--- src/rtl/jpeg_mcu_color_sched_if.sv ---
// Bus between the MCU colour scheduler, the ping-pong sample buffer and the
// YCbCr-to-RGB converter. The scheduler uses the master modport.
interface jpeg_mcu_color_sched_if #(
    parameter int MCU_CNT_W = 16
);
    logic                  start;
    logic [1:0]            subsample_mode;
    logic [MCU_CNT_W-1:0]  frame_mcus;
    logic                  busy;
    logic                  mcu_valid;
    logic                  mcu_release;
    logic                  rd_bank;
    logic                  y_rd_en;
    logic [7:0]            y_rd_addr;
    logic                  c_rd_en;
    logic [5:0]            c_rd_addr;
    logic signed [8:0]     y_rd_data;
    logic signed [8:0]     cb_rd_data;
    logic signed [8:0]     cr_rd_data;
    logic                  pix_ready;
    logic                  pix_valid;
    logic signed [8:0]     pix_y;
    logic signed [8:0]     pix_cb;
    logic signed [8:0]     pix_cr;
    logic                  frame_done;

    modport master (
        input  start, subsample_mode, frame_mcus, mcu_valid,
               y_rd_data, cb_rd_data, cr_rd_data, pix_ready,
        output busy, mcu_release, rd_bank, y_rd_en, y_rd_addr, c_rd_en,
               c_rd_addr, pix_valid, pix_y, pix_cb, pix_cr, frame_done
    );

    modport slave (
        output start, subsample_mode, frame_mcus, mcu_valid,
               y_rd_data, cb_rd_data, cr_rd_data, pix_ready,
        input  busy, mcu_release, rd_bank, y_rd_en, y_rd_addr, c_rd_en,
               c_rd_addr, pix_valid, pix_y, pix_cb, pix_cr, frame_done
    );
endinterface

--- src/rtl/jpeg_mcu_color_sched.sv ---
// Walks each MCU in raster order, generating Y and chroma buffer addresses with
// 4:4:4 / 4:2:2 / 4:2:0 chroma replication, and releases buffer banks per MCU.
module jpeg_mcu_color_sched #(
    parameter int MCU_CNT_W = 16
) (
    input  logic                   clk,
    input  logic                   rst,
    jpeg_mcu_color_sched_if.master bus
);
    typedef enum logic [1:0] {IDLE, WAIT_MCU, RUN, RELEASE} state_t;

    state_t               state_q, state_d;
    logic [1:0]           sub_q, sub_d;
    logic [MCU_CNT_W-1:0] mcu_cnt_q, mcu_cnt_d;
    logic [3:0]           row_q, row_d;
    logic [3:0]           col_q, col_d;
    logic [8:0]           pix_cnt_q, pix_cnt_d;
    logic                 bank_q, bank_d;
    logic                 pix_valid_q;
    logic                 zero_done_q, zero_done_d;

    logic                 issue;
    logic                 release_pulse;
    logic                 last_done;
    logic [3:0]           col_max;
    logic [8:0]           pix_last;

    always_ff @(posedge clk or posedge rst) begin
        if (rst) begin
            state_q     <= IDLE;
            sub_q       <= 2'd0;
            mcu_cnt_q   <= '0;
            row_q       <= 4'd0;
            col_q       <= 4'd0;
            pix_cnt_q   <= 9'd0;
            bank_q      <= 1'b0;
            pix_valid_q <= 1'b0;
            zero_done_q <= 1'b0;
        end else begin
            state_q     <= state_d;
            sub_q       <= sub_d;
            mcu_cnt_q   <= mcu_cnt_d;
            row_q       <= row_d;
            col_q       <= col_d;
            pix_cnt_q   <= pix_cnt_d;
            bank_q      <= bank_d;
            pix_valid_q <= issue;
            zero_done_q <= zero_done_d;
        end
    end

    // sub_q only ever holds 0..2, so mode 3 falls into the 4:4:4 defaults.
    always_comb begin
        col_max  = 4'd7;
        pix_last = 9'd63;
        case (sub_q)
            2'd1: begin col_max = 4'd15; pix_last = 9'd127; end
            2'd2: begin col_max = 4'd15; pix_last = 9'd255; end
            default: ;
        endcase
    end

    assign issue = (state_q == RUN) && bus.pix_ready;

    always_comb begin
        state_d       = state_q;
        sub_d         = sub_q;
        mcu_cnt_d     = mcu_cnt_q;
        row_d         = row_q;
        col_d         = col_q;
        pix_cnt_d     = pix_cnt_q;
        bank_d        = bank_q;
        zero_done_d   = 1'b0;
        release_pulse = 1'b0;
        last_done     = 1'b0;
        case (state_q)
            IDLE: begin
                if (bus.start) begin
                    sub_d     = (bus.subsample_mode == 2'd3) ? 2'd0 : bus.subsample_mode;
                    mcu_cnt_d = bus.frame_mcus;
                    if (bus.frame_mcus == '0) zero_done_d = 1'b1;
                    else                      state_d     = WAIT_MCU;
                end
            end
            WAIT_MCU: begin
                if (bus.mcu_valid) begin
                    state_d   = RUN;
                    row_d     = 4'd0;
                    col_d     = 4'd0;
                    pix_cnt_d = 9'd0;
                end
            end
            RUN: begin
                if (issue) begin
                    if (pix_cnt_q == pix_last) begin
                        state_d   = RELEASE;
                        row_d     = 4'd0;
                        col_d     = 4'd0;
                        pix_cnt_d = 9'd0;
                    end else begin
                        pix_cnt_d = pix_cnt_q + 9'd1;
                        if (col_q == col_max) begin
                            col_d = 4'd0;
                            row_d = row_q + 4'd1;
                        end else begin
                            col_d = col_q + 4'd1;
                        end
                    end
                end
            end
            RELEASE: begin
                release_pulse = 1'b1;
                bank_d        = ~bank_q;
                mcu_cnt_d     = mcu_cnt_q - MCU_CNT_W'(1);
                if (mcu_cnt_q == MCU_CNT_W'(1)) begin
                    last_done = 1'b1;
                    state_d   = IDLE;
                end else begin
                    state_d   = WAIT_MCU;
                end
            end
            default: state_d = IDLE;
        endcase
    end

    // Wide modes pick the 8x8 luma block from the high row/column bits.
    always_comb begin
        bus.y_rd_addr = {2'b00, row_q[2:0], col_q[2:0]};
        bus.c_rd_addr = {row_q[2:0], col_q[2:0]};
        case (sub_q)
            2'd1: begin
                bus.y_rd_addr = {1'b0, col_q[3], row_q[2:0], col_q[2:0]};
                bus.c_rd_addr = {row_q[2:0], col_q[3:1]};
            end
            2'd2: begin
                bus.y_rd_addr = {row_q[3], col_q[3], row_q[2:0], col_q[2:0]};
                bus.c_rd_addr = {row_q[3:1], col_q[3:1]};
            end
            default: ;
        endcase
    end

    assign bus.busy        = (state_q != IDLE);
    assign bus.mcu_release = release_pulse;
    assign bus.rd_bank     = bank_q;
    assign bus.y_rd_en     = issue;
    assign bus.c_rd_en     = issue;
    assign bus.pix_valid   = pix_valid_q;
    assign bus.pix_y       = bus.y_rd_data;
    assign bus.pix_cb      = bus.cb_rd_data;
    assign bus.pix_cr      = bus.cr_rd_data;
    assign bus.frame_done  = last_done | zero_done_q;
endmodule
--- src/flat_wrapper.sv ---
// flat-port wrapper written by rule: the top's interface ports become plain ports
module jpeg_mcu_color_sched_flat 
#(
    parameter int MCU_CNT_W = 16
)
  (clk, rst, bus_start, bus_subsample_mode, bus_frame_mcus, bus_mcu_valid, bus_y_rd_data, bus_cb_rd_data, bus_cr_rd_data, bus_pix_ready, bus_busy, bus_mcu_release, bus_rd_bank, bus_y_rd_en, bus_y_rd_addr, bus_c_rd_en, bus_c_rd_addr, bus_pix_valid, bus_pix_y, bus_pix_cb, bus_pix_cr, bus_frame_done);
  jpeg_mcu_color_sched_if #(.MCU_CNT_W(MCU_CNT_W)) bus_i ();
  input  logic clk;
  input  logic rst;
  input wire logic [$bits(bus_i.start)-1:0] bus_start;
  input wire logic [$bits(bus_i.subsample_mode)-1:0] bus_subsample_mode;
  input wire logic [$bits(bus_i.frame_mcus)-1:0] bus_frame_mcus;
  input wire logic [$bits(bus_i.mcu_valid)-1:0] bus_mcu_valid;
  input wire logic [$bits(bus_i.y_rd_data)-1:0] bus_y_rd_data;
  input wire logic [$bits(bus_i.cb_rd_data)-1:0] bus_cb_rd_data;
  input wire logic [$bits(bus_i.cr_rd_data)-1:0] bus_cr_rd_data;
  input wire logic [$bits(bus_i.pix_ready)-1:0] bus_pix_ready;
  output wire logic [$bits(bus_i.busy)-1:0] bus_busy;
  output wire logic [$bits(bus_i.mcu_release)-1:0] bus_mcu_release;
  output wire logic [$bits(bus_i.rd_bank)-1:0] bus_rd_bank;
  output wire logic [$bits(bus_i.y_rd_en)-1:0] bus_y_rd_en;
  output wire logic [$bits(bus_i.y_rd_addr)-1:0] bus_y_rd_addr;
  output wire logic [$bits(bus_i.c_rd_en)-1:0] bus_c_rd_en;
  output wire logic [$bits(bus_i.c_rd_addr)-1:0] bus_c_rd_addr;
  output wire logic [$bits(bus_i.pix_valid)-1:0] bus_pix_valid;
  output wire logic [$bits(bus_i.pix_y)-1:0] bus_pix_y;
  output wire logic [$bits(bus_i.pix_cb)-1:0] bus_pix_cb;
  output wire logic [$bits(bus_i.pix_cr)-1:0] bus_pix_cr;
  output wire logic [$bits(bus_i.frame_done)-1:0] bus_frame_done;
  assign bus_i.start = bus_start;
  assign bus_i.subsample_mode = bus_subsample_mode;
  assign bus_i.frame_mcus = bus_frame_mcus;
  assign bus_i.mcu_valid = bus_mcu_valid;
  assign bus_i.y_rd_data = bus_y_rd_data;
  assign bus_i.cb_rd_data = bus_cb_rd_data;
  assign bus_i.cr_rd_data = bus_cr_rd_data;
  assign bus_i.pix_ready = bus_pix_ready;
  assign bus_busy = bus_i.busy;
  assign bus_mcu_release = bus_i.mcu_release;
  assign bus_rd_bank = bus_i.rd_bank;
  assign bus_y_rd_en = bus_i.y_rd_en;
  assign bus_y_rd_addr = bus_i.y_rd_addr;
  assign bus_c_rd_en = bus_i.c_rd_en;
  assign bus_c_rd_addr = bus_i.c_rd_addr;
  assign bus_pix_valid = bus_i.pix_valid;
  assign bus_pix_y = bus_i.pix_y;
  assign bus_pix_cb = bus_i.pix_cb;
  assign bus_pix_cr = bus_i.pix_cr;
  assign bus_frame_done = bus_i.frame_done;
  jpeg_mcu_color_sched #(.MCU_CNT_W(MCU_CNT_W)) u_core (.clk(clk), .rst(rst), .bus(bus_i));
endmodule
--- config.mk ---
export PLATFORM = sky130hd
export DESIGN_NAME = jpeg_mcu_color_sched_flat
export DESIGN_NICKNAME = d
export VERILOG_FILES = /design/src/rtl/jpeg_mcu_color_sched_if.sv /design/src/rtl/jpeg_mcu_color_sched.sv /design/src/flat_wrapper.sv
export SDC_FILE = /design/constraint.sdc
export NUM_CORES = 1
export LEC_CHECK = 0
export CORE_MARGIN = 3
export CORE_UTILIZATION = 50
export CTS_BUF_LIST = sky130_fd_sc_hd__clkbuf_4 sky130_fd_sc_hd__clkbuf_8
export CTS_CLUSTER_SIZE = 10
export DETAILED_ROUTE_END_ITERATION = 16
export PLACE_DENSITY = 0.86
export SLEW_MARGIN = 0
export SYNTH_ARGS = -nofsm -noshare
export SYNTH_HDL_FRONTEND = slang
export SYNTH_SLANG_ARGS = --single-unit
--- constraint.sdc ---
create_clock -name clk -period 2.9 [get_ports clk]
set_input_delay 0.435 -clock clk [delete_from_list [all_inputs] [get_ports clk]]
set_output_delay 0.435 -clock clk [all_outputs]
set_load 0.03 [all_outputs]
==> results of run 1 <==
==> worst min-delay path by stage <==
stage	end	depth (start not counted)
finish	u_core.bus.rd_bank$_DFFE_PP0P_	1
global route	u_core.bus.rd_bank$_DFFE_PP0P_	1
CTS	u_core.bus.rd_bank$_DFFE_PP0P_	1
detailed placement	u_core.bus.rd_bank$_DFFE_PP0P_	1
global placement	u_core.bus.rd_bank$_DFFE_PP0P_	1
floorplan	u_core.sub_q[1]$_DFFE_PP0P_	2
==> power breakdown <==
group          leakage (nW)  switching [W]  internal [W]  total [W]
combinational         0.671       0.000840      0.000574    0.00141
sequential            0.504       0.000216      0.000746   0.000962
clock                0.0503       0.000199      0.000212   0.000411
total                  1.23        0.00126       0.00153    0.00279
==> synth_stat cells, types with 2 or more instances <==
cell / number
dfrtp_1: 40
buf_4: 34
nand2_1: 29
nor2_1: 26
a21oi_1: 22
o21ai_0: 18
inv_1: 13
ha_1: 11
nand3_1: 11
o22ai_1: 10
xor2_1: 9
clkbuf_1: 6
a22o_1: 5
mux2i_1: 5
nor4_1: 5
xnor2_1: 5
buf_2: 4
nand2b_1: 4
nor3_1: 4
nand3b_1: 3
nand4_1: 3
nor2b_1: 3
o22a_1: 3
a21o_1: 2
a31o_2: 2
a31oi_1: 2
and4_1: 2
o31ai_1: 2
o32ai_1: 2
or2_2: 2
or3_1: 2
==> worst register-to-register path, delay by kind of cell, from the launching register on <==
| kind | cells | cell delay [ps] |
|---|---|---|
| compound gates | 3 | 750 |
| xor+xnor | 1 | 180 |
| fa+ha+maj | 1 | 480 |
| buf+inv | 1 | 50 |
| flops | 1 | 380 |
| simple gates | 1 | 260 |
==> kinds of logic (layout without fill, tap and decap cells) <==
| group | after synthesis | count (layout) | share of synthesized area, % |
|---|---|---|---|
| XOR/XNOR | 14 | 14 | 4.59 |
| AO/OA/AOI/OAI | 77 | 77 | 18.1 |
| flip-flops | 40 | 40 | 37.5 |
| buffers and inverters | 57 | 66 | 13.0 |
| AND/OR/NAND/NOR | 102 | 102 | 19.4 |
| adder cells (fa/ha/maj) | 11 | 11 | 5.15 |
| multiplexers | 6 | 6 | 2.30 |
==> area by class of cell <==
| type | count | area [um^2] |
|---|---|---|
| Fill cell | 442 | 1940 |
| Timing Repair Buffer | 46 | 450 |
| Clock buffer | 7 | 96.3 |
| Tap cell | 67 | 83.8 |
| Inverter | 13 | 48.8 |
| Multi-Input combinational cell | 210 | 1320 |
| Sequential cell | 40 | 1000 |
==> routing by layer <==
| metal | up-vias | GRT usage (%) |
|---|---|---|
| li1 | 1069 | - |
| met1 | 1063 | 22.9 |
| met2 | 91 | 34.4 |
| met3 | 8 | 3.97 |
| met4 | 0 | 7.04 |
| met5 | - | 0 |
==> flip-flops by register name, summed over array words and instances, names as in the netlist <==
signal                cells
u_core.row_q              4
u_core.state_q            2
u_core.zero_done_q        1
u_core.mcu_cnt_q         16
u_core.pix_cnt_q          9
u_core.sub_q              2
u_core.bus.pix_valid      1
u_core.bus.rd_bank        1
u_core.col_q              4
==> metrics by stage <==
step                hold WS [ps]  cells  total power (W)
floorplan                    475    307          0.00207
global placement             455    376          0.00232
detailed placement           458    376          0.00237
CTS                          480    383          0.00279
global route                 500    383          0.00301
finish                       472    383          0.00279
==> metrics, run 1 <==
status=completed; minimum clock period=around 2700 ps; Post-DP HPWL=4.14 mm; Layout area overhead=12.5%; Final #Nets=between 300 and 400; worst path required time=2470 ps; crit end category=output port; CP Cell Sequence=inv_1 > ha_1 > or2_2 > a22o_1 > clkdlybuf4s50_1; Routed met2 length=2.92 mm; EDFF count, synth=0; crit-path leading delay family=buffers and inverters; Tightest Pin Transition=approximately 570 ps; Tot GR Track Use=19.3%; Core Util, Final=about three fifths; Synth area leader=dfrtp_1; initial antenna violation count=0; Critical path buffers and inverters=2; FMAX=about 370 MHz; Slew Limit Headroom=61.7%; pwr/cell area=928 nW/um^2; # DRC=0; instance count on the critical path=5; prevailing post-synth register cell=dfrtp_1; final hold viol count=0; reg2reg start=u_core.sub_q[0]$_DFFE_PP0P_; Die W=~79 um; Yosys reg bits=40; hold crit path type=register to register; RSZ-0062 raised after global routing=no; Synth top area share=a little under two fifths; top post-synthesis cells by area=dfrtp_1 37%, buf_4 9.6%, ha_1 5.2%; setup TNS=0 ps; Setup Fix Bufs, Post-CTS=0; Slowest-stage cell, CP=clkdlybuf4s50_1; initial detailed-routing violation count=177; top sig layer=met4; Initial Utilization=between 50% and 60%; clk sinks=40; routed wire length=5.72 mm; Tcrit/Tclk final=94.2%; worst-skew pair later-pin latency=300 ps; DR pass1 iterations=4; largest stage delay on the critical path=590 ps; Row Count=25; CTS tree=yes; global-route wire length before repair=9.54 mm; RePlAce Congestion=0.857; IO Pins=98; final worst slack=169 ps; most frequent cells in the layout=42 x clkdlybuf4s50_1, 40 x dfrtp_1, 29 x nand2_1, 26 x nor2_1, 22 x a21oi_1; async set-reset flop share out of synthesis=between 90% and 100%; total grt overflow=0; vias in the first global route=2,110; Avg Cell Area, Syn=between 8 and 9 um^2; layout cell share with drive strength beyond 1=under 10%; worst setup path class=register to output port; number of routed nets with antenna violations=0; Post-Syn Instances=307; synthesized area=2670 um^2; skew final=approximately 4.3 ps; post-synthesis net count=368; PortBufs=43; Core Footprint=4940 um^2; clock-pin slew on the worst setup and hold paths=80 ps; Yosys cell types=slightly below 50; Startpoint Class=register; MaxCap Viol Count=0; CP Data Arrival Time=around 2300 ps; total clock buffers created by CTS=5; vias per cell=roughly 5.8; total die area=6260 um^2; critical path launch point=u_core.sub_q[0]$_DFFE_PP0P_; largest net degree at the start of global routing=41; most common cell after layout, fill and taps aside=clkdlybuf4s50_1; P_leak=1.23 nW; H-tree levels=2; hold_buf cts=0; maximum VDD drop=0.000464 V; area post-placement=2910 um^2; wire per inst=14.9 um; dpl ws=484 ps; sequential fraction of the synthesis area=a little under two fifths; Final setup violation count=0; DRT met1 WL=2.40 mm; post-CTS resize count=0; worst-case clock buffer depth=2; register-to-register setup slack=660 ps; CP max FO=10; yosys warns=0; die height=approximately 79 um; Hold Crit Start=u_core.bus.rd_bank$_DFFE_PP0P_; Worst Reg-to-Reg Cells=7; post-route cell area=3000 um^2; vias=2,231; critical path endpoint=bus_c_rd_addr[4]; Met3 Routed Length=311 um; antenna diode count=0; Root Driver=clkbuf_8; Slew Viols, Final=0; R2R Path End=u_core.row_q[1]$_DFFE_PP0P_
(Power assumes the default switching activity.)
==> run 2, diff against run 1 <==
- CTS_CLUSTER_DIAMETER: default -> 120
- PLACE_DENSITY: 0.86 -> 0.91
==> metrics, run 2 (synthesis results as in run 1) <==
Tightest Pin Transition=622 ps (+48.2 ps); PortBufs=43 (unchanged); Pwr Total=0.00302 W (+8.4%); H-tree levels=2 (unchanged); Net Sw Frac=42.2% (-2.8 points); pwr/cell area=985 nW/um^2 (+6.2%); RePlAce Congestion=0.823 (-3.9%); area post-placement=2910 um^2 (unchanged); vias in the first global route=2,314 (+9.7%); final worst slack=185 ps (+16.3 ps); hold crit path type=register to register; worst path required time=2470 ps (about the same); setup TNS=0 ps (unchanged); largest net degree at the start of global routing=41 (unchanged); dpl ws=507 ps (+23.4 ps); vias per cell=5.90 (+1.3%); Layout area overhead=14.8%; worst-case clock buffer depth=2 (unchanged); post-route cell area=3070 um^2 (+2.1%); Slowest-stage cell, CP=clkdlybuf4s50_1; antenna diode count=0 (unchanged); Startpoint Class=register; Initial Utilization=54.1% (unchanged); post-CTS resize count=0 (unchanged); Net Sw Power=0.00128 W (+1.7%); Die W=79.1 um (unchanged); Core Footprint=4940 um^2 (unchanged); Final #Nets=377 (unchanged); status=completed; largest register by flop count=u_core.mcu_cnt_q; skew final=7.02 ps (+2.77 ps); number of routed nets with antenna violations=0 (unchanged); total grt overflow=0 (unchanged); global-route wire length before repair=10.1 mm (+5.9%); Tot GR Track Use=20.2% (+0.92 points); share of power burned in registers=31.8% (-2.7 points); largest stage delay on the critical path=590 ps (about the same); routed wire length=5.94 mm (+4.0%); # DRC=0 (unchanged); wire per inst=15.5 um (+3.7%); non-filler instance count after layout=384 (+0.26%); die height=79.1 um (unchanged); initial antenna violation count=0 (unchanged); Final setup violation count=0 (unchanged); total clock buffers created by CTS=5 (unchanged); most frequent cells in the layout=42 x clkdlybuf4s50_1, 40 x dfrtp_1, 29 x nand2_1, 26 x nor2_1, 22 x a21oi_1; crit end category=output port; worst setup path class=register to output port; MaxCap Viol Count=0 (unchanged); initial detailed-routing violation count=117 (-34%); minimum clock period=2710 ps (-16.3 ps); Tcrit/Tclk final=93.6% (-0.56 points); Row Count=25 (unchanged); total die area=6260 um^2 (unchanged); final hold viol count=0 (unchanged); Top Registers=u_core.mcu_cnt_q: 16 flops, u_core.pix_cnt_q: 9 flops; Setup Fix Bufs, Post-CTS=0 (unchanged); Placed Cells=376 (unchanged); CP max FO=10 (unchanged); DR pass1 iterations=5 (+1); CP Cell Sequence=inv_1 > ha_1 > or2_2 > a22o_1 > clkdlybuf4s50_1; Slew Limit Headroom=58.4% (-3.3 points); hold_buf cts=0 (unchanged); CTS tree=yes; max reg flops=16 (unchanged); Root Driver=clkbuf_8; Slew Viols, Final=0 (unchanged); IO Pins=98 (unchanged); layout cell share with drive strength beyond 1=6.31% (+0.30 points); clock share of power=21.1% (+6.4 points); most common cell after layout, fill and taps aside=clkdlybuf4s50_1; clk sinks=40 (unchanged); worst-skew pair later-pin latency=300 ps (about the same); P_leak=1.25 nW (+2.3%); CP Data Arrival Time=2280 ps (-20 ps); maximum VDD drop=0.000489 V (+5.5%); RSZ-0062 raised after global routing=no; Power Internal=0.00175 W (+14%); Comb power frac=47.0% (-3.7 points); vias=2,267 (+1.6%); Post-DP HPWL=4.29 mm (+3.7%); clock-pin slew on the worst setup and hold paths=80 ps (about the same); FMAX=368 MHz (+0.60%)
-- run 2: cell count changes in the layout (fill, tap and decap cells not counted) --
cell       before  now
clkbuf_8        7    5
bufinv_16       0    3
-- run 2: worst paths after layout --
| kind | startpoint | cells after the start | endpoint | slack (ps) |
|---|---|---|---|---|
| setup / recovery | u_core.sub_q[0]$_DFFE_PP0P_ | 5 | bus_c_rd_addr[4] | 190 |
| hold / removal | u_core.bus.rd_bank$_DFFE_PP0P_ | 1 | u_core.bus.rd_bank$_DFFE_PP0P_ | 470 |
| setup reg to reg | u_core.sub_q[0]$_DFFE_PP0P_ | 7 | u_core.row_q[1]$_DFFE_PP0P_ | 720 |
| hold reg to reg | u_core.bus.rd_bank$_DFFE_PP0P_ | 1 | u_core.bus.rd_bank$_DFFE_PP0P_ | 470 |
| max in group asynchronous | rst | 3 | u_core.zero_done_q$_DFF_PP0_ | 1980 |
| min in group asynchronous | rst | 3 | u_core.mcu_cnt_q[12]$_DFFE_PP0P_ | 550 |
-- run 2: power by group through the flow --
stage          combinational, W  sequential (W)  clock [W]
2_1_floorplan           0.00113        0.000939          0
5_1_grt                 0.00159        0.000993   0.000666
3_5_place_dp            0.00141        0.000965          0
6_report                0.00142        0.000962   0.000638
3_3_place_gp            0.00136        0.000953          0
4_1_cts                 0.00142        0.000956   0.000647
-- run 2: metrics by stage --
step	hold slack, ps	utilization, %
after floorplan	475	-
after global placement	456	58.8
after detailed placement	457	58.8
after CTS	471	62.1
after global routing	489	62.1
final	467	62.1
-- run 2: final cells by class --
class                      instances  area, um^2
inverter                          13        48.8
fill                             445        1880
clock buffer                       5        68.8
tap                               67        83.8
sequential                        40        1000
multi-input combinational        210        1320
clock inverter                     3        90.1
timing repair buffer              46         450
-- run 2: metal layers --
layer  wire, um  track usage, %  vias to the layer above
met1       2460            23.6                     1074
met5          0               0                        -
met2       3010            35.0                      100
met3        356            4.76                       23
met4        118            9.45                        0
li1           -               -                     1070
-- run 2: critical path, delay by kind of cell, from the launching register on --
family                     cells  cell delay (ps)
and+or+nand+nor                1              360
DFF                            1              370
buffers and inverters          2              640
adders and majority gates      1              420
AOI/OAI and AO/OA              1              190
